[config.mk]
export PLATFORM = sky130hd
export DESIGN_NAME = regu_intl_mc
export DESIGN_NICKNAME = d
export VERILOG_FILES = /design/src/rtl/regu_intl_mc.sv
export SDC_FILE = /design/constraint.sdc
export NUM_CORES = 2
export LEC_CHECK = 0
export ABC_CLOCK_PERIOD_IN_PS = 14100
export BUFFER_PORTS_ARGS = -buffer_cell sky130_fd_sc_hd__clkbuf_2
export CAP_MARGIN = 20
export CORE_MARGIN = 4
export CORE_UTILIZATION = 35
export DETAILED_ROUTE_END_ITERATION = 8
export PLACE_DENSITY_LB_ADDON = 0.08
export SKIP_LAST_GASP = 1
export SLEW_MARGIN = 20
export SYNTH_ARGS = -nofsm -noshare
export SYNTH_HDL_FRONTEND = slang
export SYNTH_SLANG_ARGS = --single-unit
export TNS_END_PERCENT = 20
[constraint.sdc]
create_clock -name i_clk -period 14.1 [get_ports i_clk]
set_clock_uncertainty 0.2 [all_clocks]
set_input_delay 0.705 -clock i_clk [delete_from_list [all_inputs] [get_ports i_clk]]
set_output_delay 0.705 -clock i_clk [all_outputs]
set_load 0.03 [all_outputs]
[src/rtl/regu_intl_mc.sv]
// regu_intl_mc -- multi-channel regulation interlock.
// Each channel tracks |set point - measured| in signed fixed point. After a
// set-point change or enable it waits a shared settle delay, then monitors.
// It trips after a programmable number of consecutive out-of-band samples.
// Trip flags are sticky per channel and are OR-ed into o_regu_any.
//
// Ports:
//   i_clk, i_rst      clock, asynchronous active-high reset
//   i_clr             clears all sticky flags (level)
//   i_regu_en/i_mask  per-channel enable / force-to-IDLE mask
//   i_set_point       per-channel signed set point, ch k at [k*DW +: DW]
//   i_data            per-channel signed measured value, same packing
//   i_diff            per-channel unsigned tolerance, same packing
//   i_delay           settle delay in cycles (shared)
//   i_debounce        consecutive exceed samples to trip, 0 acts as 1 (shared)
//   o_regu_flag       sticky trip flag per channel
//   o_regu_any        OR of o_regu_flag
//   o_state           per-channel FSM state, ch k at [2k +: 2]
//   o_err_abs         registered |sp - data| per channel, saturated to DW bits
module regu_intl_mc #(
   parameter int N_CH = 4,
   parameter int DW   = 32,
   parameter int CW   = 32,
   parameter int DBW  = 8
) (
   input  logic                 i_clk,
   input  logic                 i_rst,
   input  logic                 i_clr,
   input  logic [N_CH-1:0]      i_regu_en,
   input  logic [N_CH-1:0]      i_mask,
   input  logic [N_CH*DW-1:0]   i_set_point,
   input  logic [N_CH*DW-1:0]   i_data,
   input  logic [N_CH*DW-1:0]   i_diff,
   input  logic [CW-1:0]        i_delay,
   input  logic [DBW-1:0]       i_debounce,
   output logic [N_CH-1:0]      o_regu_flag,
   output logic                 o_regu_any,
   output logic [2*N_CH-1:0]    o_state,
   output logic [N_CH*DW-1:0]   o_err_abs
);

   typedef enum logic [1:0] {
      S_IDLE  = 2'd0,
      S_DELAY = 2'd1,
      S_MON   = 2'd2,
      S_TRIP  = 2'd3
   } state_t;

   // A debounce of 0 behaves like 1: a single out-of-band sample trips.
   logic [DBW-1:0] w_deb_lim;
   assign w_deb_lim = (i_debounce == '0) ? DBW'(1) : i_debounce;

   assign o_regu_any = |o_regu_flag;

   for (genvar k = 0; k < N_CH; k++) begin : g_ch
      logic [DW-1:0]  w_sp, w_data, w_tol;
      logic [DW:0]    w_sub, w_mag;
      logic [DW-1:0]  r_sp_buf, r_err_abs;
      logic           r_en_d, r_exceed, r_flag;
      state_t         r_state, w_state_nxt;
      logic [CW-1:0]  r_delay_cnt, w_delay_nxt;
      logic [DBW-1:0] r_deb_cnt, w_deb_nxt;
      logic [DBW:0]   w_deb_inc;
      logic           w_sp_chg, w_en_rise, w_off, w_trip;

      assign w_sp   = i_set_point[k*DW +: DW];
      assign w_data = i_data[k*DW +: DW];
      assign w_tol  = i_diff[k*DW +: DW];

      // One extra bit keeps the full signed difference of two DW-bit values.
      assign w_sub = {w_sp[DW-1], w_sp} - {w_data[DW-1], w_data};
      assign w_mag = w_sub[DW] ? -w_sub : w_sub;

      assign w_sp_chg  = (r_sp_buf != w_sp);
      assign w_en_rise = i_regu_en[k] & ~r_en_d;
      assign w_off     = ~i_regu_en[k] | i_mask[k];
      // Widened so the +1 cannot wrap when the counter is saturated.
      assign w_deb_inc = (DBW+1)'(r_deb_cnt) + (DBW+1)'(1);

      // Input capture and the two-stage compare pipeline.
      always_ff @(posedge i_clk or posedge i_rst) begin
         if (i_rst) begin
            r_sp_buf  <= '0;
            r_en_d    <= 1'b0;
            r_err_abs <= '0;
            r_exceed  <= 1'b0;
         end else begin
            r_sp_buf  <= w_sp;
            r_en_d    <= i_regu_en[k];
            r_err_abs <= w_mag[DW] ? '1 : w_mag[DW-1:0];
            r_exceed  <= (r_err_abs > w_tol);
         end
      end

      always_comb begin
         w_state_nxt = r_state;
         w_delay_nxt = r_delay_cnt;
         w_deb_nxt   = r_deb_cnt;
         w_trip      = 1'b0;
         if (w_off) begin
            // Disable/mask beats everything, including a pending trip.
            w_state_nxt = S_IDLE;
            w_delay_nxt = '0;
            w_deb_nxt   = '0;
         end else begin
            case (r_state)
               S_IDLE: begin
                  w_delay_nxt = '0;
                  w_deb_nxt   = '0;
                  if (~r_flag & (w_sp_chg | w_en_rise))
                     w_state_nxt = S_DELAY;
               end
               S_DELAY: begin
                  if (w_sp_chg) begin
                     w_delay_nxt = '0;
                  end else if (r_delay_cnt >= i_delay) begin
                     w_state_nxt = S_MON;
                     w_deb_nxt   = '0;
                  end else if (r_delay_cnt != '1) begin
                     w_delay_nxt = r_delay_cnt + CW'(1);
                  end
               end
               S_MON: begin
                  if (r_exceed && (w_deb_inc >= (DBW+1)'(w_deb_lim))) begin
                     w_state_nxt = S_TRIP;
                     w_trip      = 1'b1;
                  end else if (w_sp_chg) begin
                     w_state_nxt = S_DELAY;
                     w_delay_nxt = '0;
                     w_deb_nxt   = '0;
                  end else if (r_exceed) begin
                     if (r_deb_cnt != '1)
                        w_deb_nxt = r_deb_cnt + DBW'(1);
                  end else begin
                     w_deb_nxt = '0;
                  end
               end
               S_TRIP: begin
                  if (i_clr)
                     w_state_nxt = S_IDLE;
               end
               default: w_state_nxt = S_IDLE;
            endcase
         end
      end

      always_ff @(posedge i_clk or posedge i_rst) begin
         if (i_rst) begin
            r_state     <= S_IDLE;
            r_delay_cnt <= '0;
            r_deb_cnt   <= '0;
            r_flag      <= 1'b0;
         end else begin
            r_state     <= w_state_nxt;
            r_delay_cnt <= w_delay_nxt;
            r_deb_cnt   <= w_deb_nxt;
            // A trip on the same edge as i_clr wins, so the flag is never lost.
            r_flag      <= w_trip ? 1'b1 : (i_clr ? 1'b0 : r_flag);
         end
      end

      assign o_regu_flag[k]          = r_flag;
      assign o_state[2*k +: 2]       = r_state;
      assign o_err_abs[k*DW +: DW]   = r_err_abs;
   end

endmodule
# After elaboration in Yosys (flattened, before gate mapping)
# Cells that the tools add are included.
[word_totals]
register_bits = 436
[op_classes]
reduce_logical = 30
n_addsub = 20
eq_ne = 64
muxes = 115
order_cmp = 12
bitwise_logic = 28
[ops]
columns = ["cell", "count"]
rows = [
  ["$mux 32", 28],
  ["$pmux 32 s3", 4],
  ["$mux 8", 29],
  ["$mux 33", 4],
  ["$neg 33->33", 4],
  ["$sub 32x32->33", 4],
  ["$add 32x1->32 const B", 4],
  ["$ge 32x32->1", 4],
  ["$gt 32x32->1", 4],
  ["$ne 32x32->1", 4],
  ["$ne 32x32->1 const B", 4],
  ["$pmux 8 s3", 4],
  ["$ne 3x3->1 const B", 24],
  ["$reduce_and 5->1", 12],
  ["$mux 2", 25],
  ["$ne 4x4->1 const B", 12],
  ["$add 8x1->9 const B", 4],
  ["$ge 9x8->1", 4],
  ["$add 8x1->8 const B", 4],
  ["$ne 8x8->1 const B", 4],
  ["$pmux 2 s4", 4],
  ["$ne 5x5->1 const B", 4],
  ["$mux 1", 17],
  ["$eq 2x2->1 const B", 8],
  ["other kinds (10)", 50],
]

# Logic depth before layout (Yosys ltp)
[logic_depth]
depth_word = 8
mapped_depth = 16
mapped_depth_nobuf = 14

# Worst setup path after synthesis
# No wires, ideal clock.
[synth_timing]
path_type = "input port to flip-flop"
from = "input port i_debounce[4]"
to = "register g_ch[0].r_delay_cnt[1]"
t_required_ns = 13.780
t_arrival_ns = 4.005
stages = 14
setup_slack_ns = 9.774
cell_sequence = "nor4_1 a41o_1 ha_1 nand2b_1 a21o_1 a21o_1 a21o_1 a21o_1 a2111oi_0 nor3b_1 a311oi_1 clkbuf_1 clkinv_1 a31o_2"
[synth_via]
elab_chain_len = 6
[synth_rtl]
columns = ["item", "line", "rtl"]
rows = [
  ["from (decl)", "35", "input logic [DBW-1:0] i_debounce,"],
  ["$logic_not 8->1", "51", "assign w_deb_lim = (i_debounce == '0) ? DBW'(1) : i_debounce;"],
  ["$mux 8 *", "51", ""],
  ["$ge 9x8->1 *", "124", "if (r_exceed && (w_deb_inc >= (DBW+1)'(w_deb_lim))) begin"],
  ["$logic_and 1x1->1 *", "124", ""],
  ["$ne 3x3->1 (no source line) *", "-", ""],
  ["$reduce_and 5->1 (no source line) *", "-", ""],
  ["to (signal assigned)", "155", "r_delay_cnt <= w_delay_nxt;"],
  ["to (decl)", "61", "logic [CW-1:0] r_delay_cnt, w_delay_nxt;"],
]
# Every way passes the cells marked *; elsewhere a longest branch is shown, timed or not.
# A chain may end at the register's enable or synchronous reset.

# Worst setup path in the final report
[layout_timing]
from = "input port i_set_point[0]"
to = "register g_ch[0].r_err_abs[1]"
[layout_via]
elab_chain_len = 4
[layout_rtl]
columns = ["item", "line", "rtl"]
rows = [
  ["from (decl)", "31", "input logic [N_CH*DW-1:0] i_set_point,"],
  ["$sub 32x32->33 *", "71", "assign w_sub = {w_sp[DW-1], w_sp} - {w_data[DW-1], w_data};"],
  ["$neg 33->33", "72", "assign w_mag = w_sub[DW] ? -w_sub : w_sub;"],
  ["$mux 33 *", "72", ""],
  ["$mux 32 *", "90", "r_err_abs <= w_mag[DW] ? '1 : w_mag[DW-1:0];"],
  ["to (signal assigned)", "90", ""],
  ["to (decl)", "58", "logic [DW-1:0] r_sp_buf, r_err_abs;"],
]
# Marks and branches as above.

==> qor.csv <==
stage;metric;value;unit
floorplanning;DIE HEIGHT;331;um
sta;Setup TNS Final;0;ns
yosys;area leader, netlist;dfrtp_1;
yosys;most frequent cells after synthesis;440 x ha_1, 436 x dfrtp_1, 399 x inv_1;
sta;final setup fails;0;
yosys;Synth warnings;0;
worst_setup_path;CP Capture Point;g_ch[0].r_err_abs[1];
routing;Routed Antenna Nets;0;
routing;drt initial violations;2118;
worst_setup_path;Arr. time, crit path;5.39;ns
sta;RSZ-0062 raised after global routing;no;
sta;slack of the critical path;9.08;ns
clock_tree;# hold bufs at CTS;114;
yosys;Syn Nets;5178;
placement;Port Buffers;575;
floorplanning;num ports;576;
yosys;Gate Count Post-Synth;4299;
floorplanning;Die W;331;um
sta;Slew @ Worst Pin;0.934;ns
clock_tree;htree depth;2;
floorplanning;Rows;118;
clock_tree;post_cts resized;0;
placement;placed cells;6138;
global_routing;largest net degree at the start of global routing;81;
sta;Min Hold Slack;0.0534;ns
routing;via/cell ratio;5.30;
run;Max-Cap Viols;0;
routing;DR pass1 iterations;5;
routing;WL final;129;mm
clock_tree;CTS tree;done;
worst_setup_path;Reg-to-Reg Start;g_ch[0].r_deb_cnt[0];
worst_setup_path;CP Launch Point;i_set_point[0];
floorplanning;initial core utilization;0.353;
clock_tree;root buffer cell;clkbuf_16;
cells_and_area;final std cells w/o fill;6359;
sta;Hold Fails Final Rpt;0;
clock_tree;total CTS buffers;56;
worst_setup_path;crit-path cells;dlygate4sd3_1, clkbuf_2, inv_1, ha_1, fa_1, nor2b_1, o311a_1, o21ai_1, a21o_1, a2111oi_0, o21ai_0, a21boi_0, nand4_1, nor3_1, nand4_4, o211ai_1;
worst_setup_path;r2r setup slk;9.31;ns
yosys;Synth async-reset ratio;1.00;
global_routing;Tot GR Track Use;0.227;
power_and_ir_drop;Power Density;111;mW/mm^2
sta;Pins Over Slew Limit;0;
worst_setup_path;Crit-path slowest cell;a2111oi_0;
power_and_ir_drop;Max rail drop VDD;0.0886;mV
yosys;Syn Std Cell Area;0.0366;sq mm
clock_tree;CTS Buffer Depth;3;
worst_setup_path;cells on worst reg2reg path;12;
clock_tree;Clock Sinks;436;
yosys;Synth area leaders;dfrtp_1 30%, ha_1 15%, xor2_1 4.8%;
global_routing;gr ovfl total;0;
routing;wire per inst;20.2;um
sta;Slew headroom;0.378;
yosys;area share of the largest cell type after synthesis;0.298;
clock_tree;Setup Fix Bufs, Post-CTS;0;
sta;Tmin final;5.02;ns
floorplanning;die area;0.110;sq mm
outcome;status;completed;
yosys;synthesized flop and latch total;436;
placement;Place WS;8.57;ns
placement;gp weighted congestion;0.881;
min_path;worst min path class;in2reg;
worst_setup_path;delay of the slowest critical-path stage;0.80;ns
placement;hpwl dp;103;mm
sta;fmax;199;MHz
global_routing;initial antenna violation count;5;
worst_setup_path;CP Class;in2reg;
floorplanning;core area;0.104;sq mm
clock_tree;clk slew on worst S/H paths;0.06;ns
worst_setup_path;Worst EP required;14.47;ns
yosys;Post-synth EDFFs;0;
cells_and_area;ratio of cells with drive above 1 in the final layout;0.160;
yosys;Seq/Total Area, Yosys;0.298;
cells_and_area;fillers;10600;
power_and_ir_drop;P_leak;22.3;nW
clock_tree;clock network latency to the later pin of the worst-skew pair;0.66;ns
routing;# DRC;0;
yosys;count of cell types in the netlist;109;
global_routing;vias in the first global route;33300;
cells_and_area;area delta synth->final;20.5;%
worst_setup_path;CP Launch Type;input port;
sta;Final period util;0.356;
worst_setup_path;CP max FO;28;
cells_and_area;Post-Route Utilization;0.426;
worst_setup_path;Reg-to-Reg End;g_ch[0].r_delay_cnt[21];
yosys;syn_area_per_cell;8.52;sq um
global_routing;first-pass GRT wire length;198;mm
yosys;top_reg_cell synth;dfrtp_1;
worst_setup_path;Setup crit end kind;register;
routing;Vias;33700;
yosys;count leader, synth;ha_1;
cells_and_area;final net count;5810;
## cell usage in the layout, fill, tap and decap left out, types with 138 or more instances in the layout
master	instances
a21o_1	168
a21oi_1	255
clkbuf_2	575
dfrtp_1	436
ha_1	440
inv_1	398
nand2_1	366
nand3_1	138
nor2_1	219
o21ai_0	243
xnor2_1	164
xor2_1	200
## logic make-up (layout without fill, tap and decap cells)
| family | count (synthesis) | after routing | synth area share |
|---|---|---|---|
| flip-flops | 436 | 436 | 0.298 |
| AO/OA/AOI/OAI | 1107 | 1107 | 0.200 |
| buffers and inverters | 537 | 1216 | 0.0568 |
| XOR/XNOR | 364 | 364 | 0.0871 |
| multiplexers | 18 | 18 | 0.00530 |
| AND/OR/NAND/NOR | 1393 | 1393 | 0.200 |
| other | 0 | 1 | 0 |
| adder cells (fa/ha/maj) | 444 | 444 | 0.153 |
## flip-flops by register name, indices dropped and copies added, names as in the netlist
signal	count
g_ch.r_deb_cnt	32
g_ch.r_state	8
g_ch.r_err_abs	128
g_ch.r_sp_buf	128
g_ch.r_delay_cnt	128
g_ch.r_en_d	4
g_ch.r_exceed	4
g_ch.r_flag	4
## worst min-delay path by stage
stage                                       start                      end  slack, ns  cells past startpoint
final                             i_set_point[67]      g_ch[2].r_sp_buf[3]       0.05                      1
after global placement       g_ch[1].r_deb_cnt[1]     g_ch[1].r_deb_cnt[1]       0.29                      2
after CTS                         i_set_point[87]     g_ch[2].r_sp_buf[23]     0.0009                      1
after global routing              i_set_point[68]      g_ch[2].r_sp_buf[4]       0.02                      1
after floorplan           g_ch[3].r_delay_cnt[15]  g_ch[3].r_delay_cnt[15]       0.26                      1
after detailed placement     g_ch[1].r_deb_cnt[1]     g_ch[1].r_deb_cnt[1]       0.30                      2
## final cells by class
class | instances | area [sq um] | share of cell area
Antenna cell | 1 | 2.50 | 0.0000567
Clock inverter | 30 | 437 | 0.00990
Tap cell | 1380 | 1730 | 0.0392
Timing Repair Buffer | 711 | 4200 | 0.0953
Multi-Input combinational cell | 3326 | 23700 | 0.537
Clock buffer | 75 | 1620 | 0.0368
Sequential cell | 436 | 10900 | 0.247
Inverter | 400 | 1510 | 0.0342
## worst max-delay path, delay by kind of cell
kind,cells,cell delay [ns]
buf+inv,3,0.69
fa+ha+maj,2,0.61
simple gates,4,1.17
compound gates,7,2.21
## metrics by stage
step,power (mW),cell area (sq um)
after floorplan,2.66,36600
after global placement,3.28,40800
after detailed placement,3.27,40900
after CTS,4.95,44100
after global routing,5.18,44100
final,4.89,44100
## report_power, final
part           internal (mW)  leakage, nW  switching, mW  total (mW)
registers               1.40         5.48          0.174        1.57
logic                  0.623         15.8           1.08        1.70
clock network          0.978         1.02          0.635        1.61
## routing by layer
metal  wire (um)  part of all wire  track usage  vias to the layer above
met5          29           0.00023            0                        -
met4        4230             0.033       0.0745                        4
met3        5150             0.040       0.0264                      181
met2       61500              0.48        0.386                      785
met1       57700              0.45        0.300                    16000
li1            -                 -            -                    16800
(Power assumes the default switching activity.)
